### config.mk
export PLATFORM = sky130hd
export DESIGN_NAME = apple_event_gen
export DESIGN_NICKNAME = d
export VERILOG_FILES = /design/src/rtl/snake_pkg.sv /design/src/rtl/lfsr16.sv /design/src/rtl/apple_event_gen.sv
export SDC_FILE = /design/constraint.sdc
export NUM_CORES = 1
export LEC_CHECK = 0
export CORE_ASPECT_RATIO = 1.75
export CORE_MARGIN = 3
export CORE_UTILIZATION = 29
export CTS_BUF_LIST = sky130_fd_sc_hd__clkbuf_4
export CTS_CLUSTER_DIAMETER = 80
export DETAILED_ROUTE_END_ITERATION = 6
export PLACE_DENSITY = 0.57
export RECOVER_POWER = 25
export SLEW_MARGIN = 20
export SYNTH_ARGS = -nofsm -noshare
export SYNTH_HDL_FRONTEND = slang
export SYNTH_HIERARCHICAL = 1
export SYNTH_SLANG_ARGS = --single-unit
### constraint.sdc
create_clock -name clk_i -period 2 [get_ports clk_i]
set_input_delay 0.4 -clock clk_i [delete_from_list [all_inputs] [get_ports clk_i]]
set_output_delay 0.4 -clock clk_i [all_outputs]
set_load 0.02 [all_outputs]
### src/rtl/snake_pkg.sv
// Shared snake-game constants and types: grid geometry, apple FSM states and the LFSR step function.
package snake_pkg;

  localparam int GRID_W = 32;
  localparam int GRID_H = 24;
  localparam int X_W    = 5;
  localparam int Y_W    = 5;

  localparam logic [15:0] LFSR_TAPS = 16'hB400;

  typedef enum logic [2:0] {
    ST_IDLE    = 3'd0,
    ST_CHECK   = 3'd1,
    ST_PULSE   = 3'd2,
    ST_GAP     = 3'd3,
    ST_RESPAWN = 3'd4
  } apple_state_t;

  typedef struct packed {
    logic [X_W-1:0] x;
    logic [Y_W-1:0] y;
  } coord_t;

  // Right-shifting Galois step: the bit shifted out selects the tap XOR.
  function automatic logic [15:0] lfsr_next(input logic [15:0] v, input logic [15:0] taps);
    logic [15:0] s;
    s = {1'b0, v[15:1]};
    if (v[0]) begin
      s = s ^ taps;
    end else begin
      s = s;
    end
    return s;
  endfunction

endpackage

### src/rtl/lfsr16.sv
// Free-running 16-bit Galois LFSR used as the apple respawn entropy source.
module lfsr16
  import snake_pkg::*;
#(
  parameter logic [15:0] SEED = 16'hACE1,
  parameter logic [15:0] TAPS = 16'hB400
) (
  input  logic        clk_i,
  input  logic        reset_i,
  output logic [15:0] value_o
);

  logic [15:0] r_lfsr;

  // Advances every cycle regardless of the consumer's state.
  always_ff @(posedge clk_i or posedge reset_i) begin
    if (reset_i) begin
      r_lfsr <= SEED;
    end else begin
      r_lfsr <= lfsr_next(r_lfsr, TAPS);
    end
  end

  assign value_o = r_lfsr;

endmodule

### src/rtl/apple_event_gen.sv
// Apple collision event producer: checks the head on move ticks, shapes apple_colline, respawns the apple.
// Optional macro APPLE_HIT_CNT_EN adds hit_count_o, a saturating (0..99) hit counter.
module apple_event_gen
  import snake_pkg::*;
#(
  parameter int          GRID_W    = snake_pkg::GRID_W,
  parameter int          GRID_H    = snake_pkg::GRID_H,
  parameter int          X_W       = snake_pkg::X_W,
  parameter int          Y_W       = snake_pkg::Y_W,
  parameter int          PULSE_LEN = 4,
  parameter int          MAX_TRIES = 16,
  parameter int          APPLE_X0  = 20,
  parameter int          APPLE_Y0  = 12,
  parameter logic [15:0] LFSR_SEED = 16'hACE1
) (
  input  logic           clk_i,
  input  logic           reset_i,
  input  logic           game_active_i,
  input  logic           move_tick_i,
  input  logic [X_W-1:0] head_x_i,
  input  logic [Y_W-1:0] head_y_i,
  output logic           apple_colline,
  output logic [X_W-1:0] apple_x_o,
  output logic [Y_W-1:0] apple_y_o,
  output logic           apple_valid_o
`ifdef APPLE_HIT_CNT_EN
  ,
  output logic [6:0]     hit_count_o
`endif
);

  localparam int CNT_W = $clog2(PULSE_LEN + 1);
  localparam int TRY_W = $clog2(MAX_TRIES + 1);
  localparam logic [X_W:0] GRID_W_L = (X_W + 1)'(GRID_W);
  localparam logic [Y_W:0] GRID_H_L = (Y_W + 1)'(GRID_H);

  apple_state_t   r_state, w_state_nxt;
  logic [X_W-1:0] r_head_x, w_head_x_nxt, r_pend_x, w_pend_x_nxt, r_apple_x, w_apple_x_nxt;
  logic [Y_W-1:0] r_head_y, w_head_y_nxt, r_pend_y, w_pend_y_nxt, r_apple_y, w_apple_y_nxt;
  logic           r_pend, w_pend_nxt, r_colline, w_colline_nxt, r_valid, w_valid_nxt;
  logic [CNT_W-1:0] r_pulse_cnt, w_pulse_cnt_nxt;
  logic [TRY_W-1:0] r_tries, w_tries_nxt;

  logic [15:0]    w_lfsr;
  logic [X_W-1:0] w_cand_x, w_fb_x;
  logic [Y_W-1:0] w_cand_y;
  logic           w_cand_ok, w_hit, w_strobe, w_unused_lfsr;

  lfsr16 #(
    .SEED (LFSR_SEED),
    .TAPS (LFSR_TAPS)
  ) u_lfsr (
    .clk_i   (clk_i),
    .reset_i (reset_i),
    .value_o (w_lfsr)
  );

  assign w_cand_x      = w_lfsr[X_W-1:0];
  assign w_cand_y      = w_lfsr[X_W+Y_W-1:X_W];
  assign w_unused_lfsr = ^w_lfsr[15:X_W+Y_W];
  assign w_strobe      = move_tick_i && game_active_i;
  assign w_hit         = (r_head_x == r_apple_x) && (r_head_y == r_apple_y);
  // A candidate on the head cell would be eaten instantly, so it is rejected.
  assign w_cand_ok     = ({1'b0, w_cand_x} < GRID_W_L) && ({1'b0, w_cand_y} < GRID_H_L) &&
                         !((w_cand_x == r_head_x) && (w_cand_y == r_head_y));
  assign w_fb_x        = (r_head_x == X_W'(GRID_W - 1)) ? {X_W{1'b0}} : (r_head_x + X_W'(1));

  // Next-state and next-output logic; every output is taken from a register.
  always_comb begin
    w_state_nxt     = r_state;
    w_head_x_nxt    = r_head_x;
    w_head_y_nxt    = r_head_y;
    w_pend_nxt      = r_pend;
    w_pend_x_nxt    = r_pend_x;
    w_pend_y_nxt    = r_pend_y;
    w_apple_x_nxt   = r_apple_x;
    w_apple_y_nxt   = r_apple_y;
    w_colline_nxt   = r_colline;
    w_valid_nxt     = r_valid;
    w_pulse_cnt_nxt = r_pulse_cnt;
    w_tries_nxt     = r_tries;
    if (!game_active_i) begin
      w_state_nxt   = ST_IDLE;
      w_colline_nxt = 1'b0;
      w_pend_nxt    = 1'b0;
      w_valid_nxt   = 1'b1;
    end else begin
      if (w_strobe && (r_state != ST_IDLE)) begin
        w_pend_nxt   = 1'b1;
        w_pend_x_nxt = head_x_i;
        w_pend_y_nxt = head_y_i;
      end else begin
        w_pend_nxt = r_pend;
      end
      case (r_state)
        ST_IDLE: begin
          if (w_strobe) begin
            w_head_x_nxt = head_x_i;
            w_head_y_nxt = head_y_i;
            w_pend_nxt   = 1'b0;
            w_state_nxt  = ST_CHECK;
          end else if (r_pend) begin
            w_head_x_nxt = r_pend_x;
            w_head_y_nxt = r_pend_y;
            w_pend_nxt   = 1'b0;
            w_state_nxt  = ST_CHECK;
          end else begin
            w_state_nxt = ST_IDLE;
          end
        end
        ST_CHECK: begin
          if (w_hit) begin
            w_state_nxt     = ST_PULSE;
            w_colline_nxt   = 1'b1;
            w_pulse_cnt_nxt = CNT_W'(PULSE_LEN - 1);
          end else begin
            w_state_nxt = ST_IDLE;
          end
        end
        ST_PULSE: begin
          if (r_pulse_cnt == {CNT_W{1'b0}}) begin
            w_state_nxt   = ST_GAP;
            w_colline_nxt = 1'b0;
          end else begin
            w_pulse_cnt_nxt = r_pulse_cnt - CNT_W'(1);
          end
        end
        ST_GAP: begin
          w_state_nxt = ST_RESPAWN;
          w_valid_nxt = 1'b0;
          w_tries_nxt = {TRY_W{1'b0}};
        end
        ST_RESPAWN: begin
          if (r_tries == TRY_W'(MAX_TRIES)) begin
            w_apple_x_nxt = w_fb_x;
            w_apple_y_nxt = r_head_y;
            w_valid_nxt   = 1'b1;
            w_state_nxt   = ST_IDLE;
          end else if (w_cand_ok) begin
            w_apple_x_nxt = w_cand_x;
            w_apple_y_nxt = w_cand_y;
            w_valid_nxt   = 1'b1;
            w_state_nxt   = ST_IDLE;
          end else begin
            w_tries_nxt = r_tries + TRY_W'(1);
          end
        end
        default: begin
          w_state_nxt   = ST_IDLE;
          w_colline_nxt = 1'b0;
          w_valid_nxt   = 1'b1;
        end
      endcase
    end
  end

  // State and datapath registers.
  always_ff @(posedge clk_i or posedge reset_i) begin
    if (reset_i) begin
      r_state     <= ST_IDLE;
      r_head_x    <= {X_W{1'b0}};
      r_head_y    <= {Y_W{1'b0}};
      r_pend      <= 1'b0;
      r_pend_x    <= {X_W{1'b0}};
      r_pend_y    <= {Y_W{1'b0}};
      r_apple_x   <= X_W'(APPLE_X0);
      r_apple_y   <= Y_W'(APPLE_Y0);
      r_colline   <= 1'b0;
      r_valid     <= 1'b1;
      r_pulse_cnt <= {CNT_W{1'b0}};
      r_tries     <= {TRY_W{1'b0}};
    end else begin
      r_state     <= w_state_nxt;
      r_head_x    <= w_head_x_nxt;
      r_head_y    <= w_head_y_nxt;
      r_pend      <= w_pend_nxt;
      r_pend_x    <= w_pend_x_nxt;
      r_pend_y    <= w_pend_y_nxt;
      r_apple_x   <= w_apple_x_nxt;
      r_apple_y   <= w_apple_y_nxt;
      r_colline   <= w_colline_nxt;
      r_valid     <= w_valid_nxt;
      r_pulse_cnt <= w_pulse_cnt_nxt;
      r_tries     <= w_tries_nxt;
    end
  end

  assign apple_colline = r_colline;
  assign apple_x_o     = r_apple_x;
  assign apple_y_o     = r_apple_y;
  assign apple_valid_o = r_valid;

`ifdef APPLE_HIT_CNT_EN
  logic [6:0] r_hit_cnt;
  logic       r_active_d;

  // Debug score: cleared at the start of each game, saturates at the two-digit display limit.
  always_ff @(posedge clk_i or posedge reset_i) begin
    if (reset_i) begin
      r_hit_cnt  <= 7'd0;
      r_active_d <= 1'b0;
    end else begin
      r_active_d <= game_active_i;
      if (game_active_i && !r_active_d) begin
        r_hit_cnt <= 7'd0;
      end else if (game_active_i && (r_state == ST_CHECK) && w_hit && (r_hit_cnt != 7'd99)) begin
        r_hit_cnt <= r_hit_cnt + 7'd1;
      end else begin
        r_hit_cnt <= r_hit_cnt;
      end
    end
  end

  assign hit_count_o = r_hit_cnt;
`endif

endmodule
# ---- Word level (Yosys, flattened, before mapping)
# Cells that the tools add are included.
dict set report totals {
  output_inout_bits 12
  regBits 60
}
dict set report op_classes {
  n_bitwise 1
  n_eq_ne 19
  magnitude_cmp 1
  n_mux 37
  add_sub_neg 3
  n_reduce_logical 23
}
# op n
set op_table {}
lappend op_table {{$mux 5} 11}
lappend op_table {{$eq 5x5->1} 4}
lappend op_table {{$mux 3} 6}
lappend op_table {{$mux 16} 1}
lappend op_table {{$pmux 3 s5} 1}
lappend op_table {{$mux 1} 13}
lappend op_table {{$ne 2x2->1 const B} 6}
lappend op_table {{$add 5x1->5 const B} 2}
lappend op_table {{$eq 5x5->1 const B} 2}
lappend op_table {{$pmux 5 s2} 1}
lappend op_table {{$reduce_and 3->1} 3}
lappend op_table {{$reduce_and 4->1} 2}
lappend op_table {{$reduce_bool 2->1} 4}
lappend op_table {{$eq 3x2->1 const B} 2}
lappend op_table {{$logic_not 3->1} 2}
lappend op_table {{$ne 3x3->1 const B} 2}
lappend op_table {{$pmux 1 s3} 2}
lappend op_table {{$pmux 3 s2} 1}
lappend op_table {{$reduce_and 2->1} 3}
lappend op_table {{$reduce_or 3->1} 2}
lappend op_table {{$logic_and 1x1->1} 5}
lappend op_table {{$lt 5x5->1 const B} 1}
lappend op_table {{$ne 4x4->1 const B} 1}
lappend op_table {{$not 3->4} 1}
lappend op_table {{other kinds (6)} 6}

# ---- Depth between registers and ports, before layout
# Gate-level depths: netlist (run 1).
dict set report logic_depth {
  ltp_word 8
  ltp_mapped 9
}

# ---- Hierarchy
# The synthesis (run 1) kept the hierarchy.
# module seq_area_each_um2 cells_per_inst area_per_inst_um2 n_inst
set modules_own_cells {}
lappend modules_own_cells {apple_event_gen 1107.3 240 2487.4 1}
lappend modules_own_cells {lfsr16 410.4 20 440.4 1}

# ---- Least setup slack after synthesis (run 1)
# Ideal clock, no wire load.
dict set report synth_path {
  kind {register to register}
  from {register r_tries[0]}
  to {register r_apple_x[0], in the netlist apple_x_o[0]}
  setup_ns 0.125
  arrival_ns 1.986
  path_buffers 1
  stages_incl_launch_ff 9
  path_slack_ns -0.110
  required_ns 1.875
  path_cell_list {dfrtp_1 inv_1 ha_1 nor4bb_1 buf_6 nor4_4 inv_2 o211ai_4 mux2_2}
}
dict set report synth_between {
  elab_chain_cells 3
  word_cells_on_any_way 4
  classes_between {1 x eq/ne; 1 x mux; 2 x reduce/logical}
}
# element line
set synth_rtl {}
lappend synth_rtl {{start, declared} apple_event_gen.sv:42} ;# logic [TRY_W-1:0] r_tries, w_tries_nxt;
lappend synth_rtl {{start signal, assigned} apple_event_gen.sv:171} ;# r_tries <= {TRY_W{1'b0}};
lappend synth_rtl {{start signal, assigned} apple_event_gen.sv:184} ;# r_tries <= w_tries_nxt;
lappend synth_rtl {{$eq 5x5->1 *} apple_event_gen.sv:134} ;# if (r_tries == TRY_W'(MAX_TRIES)) begin
lappend synth_rtl {{$reduce_bool 2->1 (no source line)} -}
lappend synth_rtl {{$reduce_and 3->1 (no source line)} -}
lappend synth_rtl {{end signal, assigned} apple_event_gen.sv:166} ;# r_apple_x <= X_W'(APPLE_X0);
lappend synth_rtl {{end signal, assigned} apple_event_gen.sv:179} ;# r_apple_x <= w_apple_x_nxt;
lappend synth_rtl {{end, declared} apple_event_gen.sv:38} ;# logic [X_W-1:0] r_head_x, w_head_x_nxt, r_pend_x, w_pend_x_nxt, r_apple_x, w_apple_x_nxt;
# Every way passes the cells marked *; elsewhere a longest branch is shown, timed or not.
# A chain may end at the register's enable or synchronous reset.

# ---- Worst setup path in the final report (run 1)
dict set report layout_path {
  from {register r_tries[0]}
  to {register r_apple_y[4], in the netlist apple_y_o[4]}
}
dict set report layout_between {
  elab_chain_cells 3
  word_cells_on_any_way 4
  classes_between {1 x eq/ne; 1 x mux; 2 x reduce/logical}
}
# element line
set layout_rtl {}
lappend layout_rtl {{$eq 5x5->1 *} apple_event_gen.sv:134}
lappend layout_rtl {{$reduce_bool 2->1 (no source line)} -}
lappend layout_rtl {{$reduce_and 3->1 (no source line)} -}
lappend layout_rtl {{end signal, assigned} apple_event_gen.sv:167} ;# r_apple_y <= Y_W'(APPLE_Y0);
lappend layout_rtl {{end signal, assigned} apple_event_gen.sv:180} ;# r_apple_y <= w_apple_y_nxt;
lappend layout_rtl {{end, declared} apple_event_gen.sv:39} ;# logic [Y_W-1:0] r_head_y, w_head_y_nxt, r_pend_y, w_pend_y_nxt, r_apple_y, w_apple_y_nxt;
# Marked as above.

==> results of run 1 <==
## layout by cell type, fill, tap and decap left out, types with 3 or more instances in the layout
master	count
inv_1	7
a31oi_1	3
buf_4	25
ha_1	5
clkinv_1	4
o21ai_0	14
dlygate4sd2_1	3
mux2i_1	12
clkdlybuf4s50_1	19
dfrtp_1	47
xnor2_1	14
a21oi_1	4
o31ai_1	5
nand2_1	43
dfstp_2	11
o211ai_1	3
mux2_2	20
xor2_1	11
buf_12	3
nor2_1	4
clkbuf_4	12
nor3_1	3
nand3_1	9
## layer usage
| layer | vias up | routed length [um] |
|---|---|---|
| met2 | 26 | 3520 |
| met1 | 1005 | 2430 |
| met5 | - | 0 |
| met4 | 0 | 122 |
| li1 | 1020 | - |
| met3 | 8 | 156 |
## stage by stage
| stage | total power, mW | setup WS, ns |
|---|---|---|
| CTS | 3.11 | 0.00319 |
| finish | 3.06 | 0.0622 |
| global placement | 2.38 | -0.709 |
| global route | 3.28 | -0.0172 |
| detailed placement | 2.40 | -0.712 |
| floorplan | 2.09 | 0.0109 |
## kinds of logic (layout without fill, tap and decap cells)
| group | count (synthesis) | in the layout |
|---|---|---|
| xor gates and xnor gates | 25 | 25 |
| DFF | 60 | 60 |
| other | 0 | 1 |
| and+or+nand+nor | 79 | 79 |
| buffers and inverters | 21 | 79 |
| adders and majority gates | 6 | 6 |
| muxes | 32 | 32 |
| AOI/OAI and AO/OA | 37 | 37 |
## repair_timing
item                                   in CTS  in global routing
buffers inserted                            1                  0
endpoints found under the hold margin       0                  0
pin swaps                                   1                  2
gates resized for setup                     5                  4
setup endpoints to repair                  18                 13
## Yosys cell counts (all sizes together)
| cell type | number | area share, % |
|---|---|---|
| or2 | 1 | 0.21 |
| a2bb2oi | 1 | 0.30 |
| mux2i | 12 | 4.1 |
| nand3 | 9 | 1.5 |
| and3 | 2 | 0.43 |
| o2bb2a | 1 | 0.68 |
| inv | 9 | 1.2 |
| o22ai | 1 | 0.21 |
| nor3 | 4 | 0.68 |
| mux2 | 20 | 7.7 |
| nand2 | 43 | 5.5 |
| o211ai | 4 | 1.5 |
| nor2 | 4 | 0.51 |
| nand4bb | 1 | 0.38 |
| a31oi | 3 | 0.64 |
| nand2b | 2 | 0.43 |
| nor4b | 1 | 0.30 |
| nor4 | 2 | 1.2 |
| xnor2 | 14 | 4.2 |
| nor4bb | 3 | 1.0 |
| o31ai | 5 | 1.3 |
| nand4 | 3 | 0.85 |
| nor3b | 2 | 0.51 |
| clkbuf | 9 | 1.2 |
| dfstp | 13 | 12 |
| xor2 | 11 | 3.3 |
| nand4b | 1 | 0.30 |
| buf | 3 | 0.94 |
| o21ai | 14 | 2.4 |
| and4b | 1 | 0.34 |
| o2111ai | 1 | 0.30 |
| a221oi | 1 | 0.30 |
| a21oi | 4 | 0.68 |
| dfrtp | 47 | 40 |
| ha | 6 | 2.6 |
| a31o | 2 | 0.60 |
## worst reg2reg max path, cell delays in order, from the launching register on
cell      delay, ns
dfrtp_1        0.36
inv_1          0.05
ha_2           0.19
nor4bb_1       0.13
buf_4          0.15
nor4_4         0.18
inv_2          0.08
o211ai_4       0.20
buf_12         0.16
mux2_2         0.33
## worst max path at each step
stage	from	endpoint	slack, ns	cells after the start
global placement	game_active_i	r_pulse_cnt[2]	-0.71	7
global route	u_lfsr/value_o[0]	apple_x_o[3]	-0.02	6
finish	r_tries[0]	apple_y_o[4]	0.06	9
CTS	apple_x_o[4]	apple_x_o[4]	0.003	1
detailed placement	game_active_i	r_pulse_cnt[2]	-0.71	7
floorplan	u_lfsr/value_o[0]	apple_x_o[0]	0.01	5
## final cells by class
class	instances	area, um^2	area share [%]
well taps	122	153	4.18
inverters	9	33.8	0.925
clock buffers	12	90.1	2.47
flip-flops and latches	60	1520	41.5
repair buffers	54	503	13.8
diodes	1	2.50	0.0685
multi-input cells	179	1340	36.6
clock inverters	4	16.3	0.445
## where the power goes
group          switching [mW]  internal (mW)
combinational           0.397          0.437
sequential              0.139           1.40
clock                   0.404          0.284
## sequential cells by signal (all words and copies together), names as in the netlist
signal	flops
apple_colline	1
apple_valid_o	1
apple_x_o	5
apple_y_o	5
r_head_x	5
r_head_y	5
r_pend	1
r_pend_x	5
r_pend_y	5
r_pulse_cnt	3
r_state	3
r_tries	5
u_lfsr/value_o	16
==> results summary, run 1 <==
The power per cell area came out at 839 nW/um^2. The initial antenna violation count came out at 1. The count of boundary I/O pins is 26. The detailed-routing iteration count for the pre-antenna-repair pass is 4. The global routing met3 resource utilization is 2.86%.

The number of stages on the worst hold path is 0. The utilization of the core after routing is 37.9%. The run finished with clean final reports.

The fmax is 516 MHz. At the pin with the least slew margin, the transition time is 0.616 ns. The main combinational cell family by area after synthesis is simple AND/OR/NAND/NOR gates. The die width came out at 82.0 um. The number of violations reported at the end of detailed-routing iteration 0 is 75. For the worst setup path, the data arrival time is 2.22 ns.

The H-tree depth came out at 3. The global routing usage on met1 is 13.2%. The number of buffers inserted for hold repair after clock tree synthesis came out at 0. The buffers plus inverters on the worst setup path came out at 4. The sequential cell area fraction in the yosys report is 51.8%. The max-cap violation count came out at 0. The number of global-route vias before repair came to 2188. The signal on the critical path passes through inv_1 > ha_2 > nor4bb_1 > buf_4 > nor4_4 > inv_2 > o211ai_4 > buf_12 > mux2_2. The wire length of the first global-routing pass is 10600 um. Summing the areas of all compound-gate instances in the mapped netlist gives 8.89% of the synthesized area.

The register clock-pin slew on the reported worst setup and hold paths came out at 0.09 ns. CTS placed an instance of clkbuf_4 at the clock tree root. The total routing resource utilization after global routing is 12.4%. The post-synthesis net count is 280. The worst hold path terminates at u_lfsr/value_o[11]. The weighted congestion at the end of routability-driven global placement came out at 0.809. The worst min-delay path startpoint is u_lfsr/value_o[12]. A synthesized cell averages 11.3 um^2.

STA classifies the critical path endpoint as a register. The share of cells above drive strength 1 is 26.4%. The number of register bits inferred by synthesis came out at 60. The launch instance of the worst register-to-register path is r_tries[0]. The path class of the tightest hold or removal check is reg2reg. The synthesized area came out at 2930 um^2. For flop-to-flop paths, the worst setup slack is 0.06 ns. After global routing, the most crowded layer is met2.

The highest net fanout along the worst path is 10. Once layout is done, the placed cells without fillers occupy 3650 um^2. Dividing the detail-routed via count by the number of cells gives 4.67. The initial utilization of the core area, before any placement, comes to 30.4%. After Yosys synthesis, full adders, half adders and majority gates account for 2.56% of the synthesized area. The worst setup path is launched from a register. The synthesized netlist devotes 7.48% of its cell area to XOR and XNOR gates. The half-perimeter wire length after placement is 4830 um. For met2 alone, demand over resource in global routing was 21.5%. The core region area came out at 9640 um^2. The number of filler cells placed in the layout came out at 994. The placement-stage cell area came out at 3500 um^2. For this run, the number of standard cells in the final layout without fillers is 441. Among cell families on the critical path, the largest total delay comes from buffers and inverters. Setup repair after global routing could not meet its margin everywhere. The pin count of the biggest net entering global routing came out at 32.

STA puts the critical path data required time at 2.28 ns. The count of placed standard cells including taps came out at 423. The yosys synthesis warning count is 6. The clock insertion delay at the later pin of the skew report is 0.40 ns. The number of design rule violations left after detail routing came out at 0. The die covers 11400 um^2. Yosys mapped the design onto 41 distinct sky130hd cell types. For this block, the via count after detailed routing is 2059.

The delay of the slowest cell on the worst path is 0.36 ns. The worst-case IR drop observed on VDD is 0.352 mV. The period utilization came out at 96.9%. The total clock buffers created by CTS came out at 9. The die span in y is 139 um.

The number of nets in the final layout is 333. The critical path in this run is classified as reg2reg. The average wire per standard cell came out at 14.1 um. The area growth from synthesis to layout is 24.8%. The final hold violation count is 0.

The count of endpoints failing setup in the final report is 0. The worst clock skew came out at 0.00821 ns. The number of sinks driven by the clock tree is 60. In this run the critical register-to-register path is captured at apple_y_o[4]. The static leakage power is 1.71 nW.

Of the post-synthesis cell area, the part taken by muxes is 11.8%. The maximum buffer depth of the clock tree came out at 2. Measured in cells, the most critical reg-to-reg path has a length of 9.

TritonCTS built the clock tree. The row count came out at 47. The final hold slack is 0.381 ns. In the final timing run, aggregate negative setup slack is 0 ns.

The instance count of the mapped netlist came out at 260. For this block, the routed nets add up to 6230 um of wire. The number of buffer cells added on primary ports came out at 25. Of the total synthesized cell area, the portion taken by AND, OR, NAND and NOR gates is 14.2%. The max-slew violation count is 0.

The total overflow reported by the global router came out at 0. The number of routed nets with antenna violations came out at 0. The final critical delay including setup and external delays is 1.94 ns. In this run the tightest slew margin relative to its limit is 58.9%. The master of the slowest instance on the critical path is dfrtp_1.
(Power assumes the default switching activity.)
==> inputs of run 2 (changes only) <==
--- a/config.mk
+++ b/config.mk
@@ -9,7 +9,6 @@
 export CORE_MARGIN = 3
 export CORE_UTILIZATION = 29
 export CTS_BUF_LIST = sky130_fd_sc_hd__clkbuf_4
-export CTS_CLUSTER_DIAMETER = 80
 export DETAILED_ROUTE_END_ITERATION = 6
 export PLACE_DENSITY = 0.57
 export RECOVER_POWER = 25
==> results of run 2 <==
Same layout as run 1: the final DEF is identical, and so are final timing and power.
==> inputs of run 3 (changes only) <==
--- a/config.mk
+++ b/config.mk
@@ -10,7 +10,7 @@
 export CORE_UTILIZATION = 29
 export CTS_BUF_LIST = sky130_fd_sc_hd__clkbuf_4
 export DETAILED_ROUTE_END_ITERATION = 6
-export PLACE_DENSITY = 0.57
+export PLACE_DENSITY = 0.56
 export RECOVER_POWER = 25
 export SLEW_MARGIN = 20
 export SYNTH_ARGS = -nofsm -noshare
==> constraint.sdc (replaced) <==
create_clock -name clk_i -period 2.4 [get_ports clk_i]
set_input_delay 0.48 -clock clk_i [delete_from_list [all_inputs] [get_ports clk_i]]
set_output_delay 0.48 -clock clk_i [all_outputs]
set_load 0.02 [all_outputs]
==> run 3 against run 2 <==
Compared with the run above:
- register-to-register slack better by 0.07 ns
- hold slack worse by 0.010 ns
- via count is 3.4% lower
- clock-buffer cell count is 3 lower
- final cell count is 4.1% lower
- utilization is 1.1 points lower
==> results summary, run 3 (synthesized netlist as in run 1, its figures left out) <==
The run finished with clean final reports. The utilization of the core after routing is 36.7% (-1.1 points). The register clock-pin slew on the reported worst setup and hold paths is 0.11 ns (+0.02 ns). The effective utilization at floorplan came out at 30.4% (unchanged). The endpoint required time on the critical path came to 2.72 ns (+0.44 ns).

The post-CTS setup buffer count came out at 0 (-1). The placement-stage cell area is 3360 um^2 (-4.0%). The final standard cell area without fillers came out at 3540 um^2 (-3.0%). The number of stages on the worst hold path was 0 (unchanged).

The H-tree depth came to 3 (unchanged). The tightest min-delay check is of the reg2reg type. The number of design rule violations left after detail routing came to 0 (unchanged). The number of violations reported at the end of detailed-routing iteration 0 came out at 92 (+23%). The instance count on the critical path is 8 (-1). The row count is 47 (unchanged). The number of nets in the final layout was 315 (-5.4%).

The die span in y is 139 um (unchanged). The pin count of the biggest net entering global routing was 45 (+41%). The total routing resource utilization after global routing came to 12.2% (-0.21 points). The worst clock skew is 0.0134 ns (+0.00517 ns). The weighted congestion at the end of routability-driven global placement came out at 0.782 (-3.3%). Leaving out fill and tap cells, the most frequent cells in the layout are dfrtp_1, nand2_1, clkdlybuf4s50_1. The fraction of power consumed by combinational cells came out at 20.1% (-7.1 points).

The total wire length after detailed routing came out at 6110 um (-2.0%). The share of total power in sequential cells came out at 46.5% (-3.8 points). The total overflow reported by the global router came to 0 (unchanged).

TritonCTS built the clock tree. The period utilization was 94.6% (-2.3 points). The die area is 11400 um^2 (unchanged). The core region area is 9640 um^2 (unchanged). Traced cell by cell, the critical path runs through inv_1 > ha_1 > nor4bb_1 > buf_4 > nor4_4 > inv_2 > o211ai_4 > mux2_2. Leaving out fill and tap cells, the most frequent cell in the layout is dfrtp_1. The switching power summed over all nets came out at 0.828 mW (-12%). The critical path ends at apple_y_o[4]. The delay of the slowest cell on the worst path was 0.42 ns (+0.06 ns). The number of routed nets with antenna violations was 0 (unchanged). The number of flip-flops under the largest register name is 16 (unchanged).

The power per cell area was 798 nW/um^2 (-4.8%). The area growth from synthesis to layout came out at 21.0%. The worst setup slack before clock tree synthesis is -0.0578 ns (+0.654 ns). The detailed-routing iteration count for the pre-antenna-repair pass came to 4 (unchanged).

The half-perimeter wire length after placement came out at 4600 um (-4.9%). The initial antenna violation count is 1 (unchanged). The share of cells above drive strength 1 came out at 22.0% (-4.4 points). The worst setup path is launched from a register.

The cell internal power dissipation is 2.00 mW (-5.8%). The die width came out at 82.0 um (unchanged). The average wire per standard cell came out at 14.4 um (+2.2%). In this run the critical register-to-register path is launched from r_tries[0]. The switching share of total power is 29.3% (-1.4 points). The worst path setup slack after routing came to 0.129 ns (+0.0667 ns). Setup repair after global routing left no endpoint under its margin. The register-to-register setup slack is 0.13 ns (+0.07 ns).

The count of endpoints failing setup in the final report came out at 0 (unchanged). The number of filler cells placed in the layout is 996 (+0.20%). The cell depth of the worst flop-to-flop path came out at 8 (-1).

The max-cap violation count was 0 (unchanged). The critical path starts at r_tries[0]. The worst voltage drop across the vdd grid came out at 0.273 mV (-22%).

The final critical delay including setup and external delays came out at 2.27 ns (+0.333 ns). The root buffer cell is clkbuf_4. The worst-case headroom to the max-slew limit came out at 25.0% (-34 points). The clock insertion delay at the later pin of the skew report is 0.43 ns (+0.03 ns). The total clock buffers created by CTS is 9 (unchanged). The worst setup path category is reg2reg. The maximum buffer depth of the clock tree came out at 2 (unchanged).

The number of global-route vias before repair is 2124 (-2.9%). The number of sinks driven by the clock tree came out at 60 (unchanged). The max-slew violation count is 0 (unchanged).

The slew at the pin closest to its max-slew limit came out at 1.12 ns (+0.508 ns). The number of buffers inserted for hold repair after clock tree synthesis came out at 0 (unchanged). The number of buffer cells added on primary ports came out at 25 (unchanged). The fmax is 440 MHz (-15%). In this run the most critical hold path is launched from u_lfsr/value_o[12]. The power share of the clock group is 33.4% (+11 points). The wire length of the first global-routing pass came out at 10200 um (-3.5%).

The final hold violation count is 0 (unchanged). The largest individual stage delay along the critical path comes from the cell dfrtp_1. The post-detailed-route via-to-cell ratio came out at 4.70 (+0.66%). The worst setup path is captured at a register. In this run the critical register-to-register path is captured at apple_y_o[4]. The critical path arrival came out at 2.60 ns (+0.38 ns). Among cell families on the critical path, the largest total delay comes from simple AND/OR/NAND/NOR gates. The static leakage power is 1.61 nW (-5.9%). The highest net fanout along the worst path came out at 10 (unchanged).

The buffers plus inverters on the worst setup path was 3 (-1). The detailed-route via count is 1988 (-3.4%). The number of cells upsized or downsized after cts was 0 (-5).

The count of boundary I/O pins came out at 26 (unchanged).
[run 3: per-stage QoR]
stage / instances / power [mW] / hold WS [ns] / TNS [ns]
final: 423 / 2.83 / 0.371 / 0
after global routing: 423 / 3.01 / 0.376 / 0
after CTS: 422 / 2.88 / 0.373 / 0
after detailed placement: 406 / 1.92 / 0.348 / -0.0840
after global placement: 406 / 1.91 / 0.352 / -0.102
after floorplan: 260 / 1.74 / 0.333 / 0
[run 3: cell type report]
class                   count  area (um^2)  area share [%]
well taps                 122          153            4.31
inverters                   9         33.8           0.953
clock inverters             7          124            3.50
diodes                      1         2.50          0.0706
clock buffers               9         67.6            1.91
multi-input cells         179         1320            37.1
repair buffers             36          330            9.32
flip-flops and latches     60         1520            42.8
[run 3: worst min-delay path by stage]
stage	to	slack [ns]
global placement	u_lfsr/value_o[11]	0.35
floorplan	u_lfsr/value_o[11]	0.33
finish	u_lfsr/value_o[11]	0.37
CTS	u_lfsr/value_o[11]	0.37
global route	u_lfsr/value_o[11]	0.38
detailed placement	u_lfsr/value_o[11]	0.35
[run 3: power groups by stage]
stage,logic (mW),registers (mW),clock network [mW]
final,0.569,1.32,0.945
after global routing,0.649,1.34,1.02
after CTS,0.586,1.32,0.977
after detailed placement,0.584,1.34,0
after global placement,0.572,1.33,0
after floorplan,0.449,1.29,0
[run 3: routing by layer]
layer / track usage [%] / vias to the layer above / wire, um
met4: 8.49 / 0 / 224
met3: 2.60 / 13 / 155
met2: 20.6 / 27 / 3400
li1: - / 984 / -
met1: 12.8 / 964 / 2330
met5: 0 / - / 0
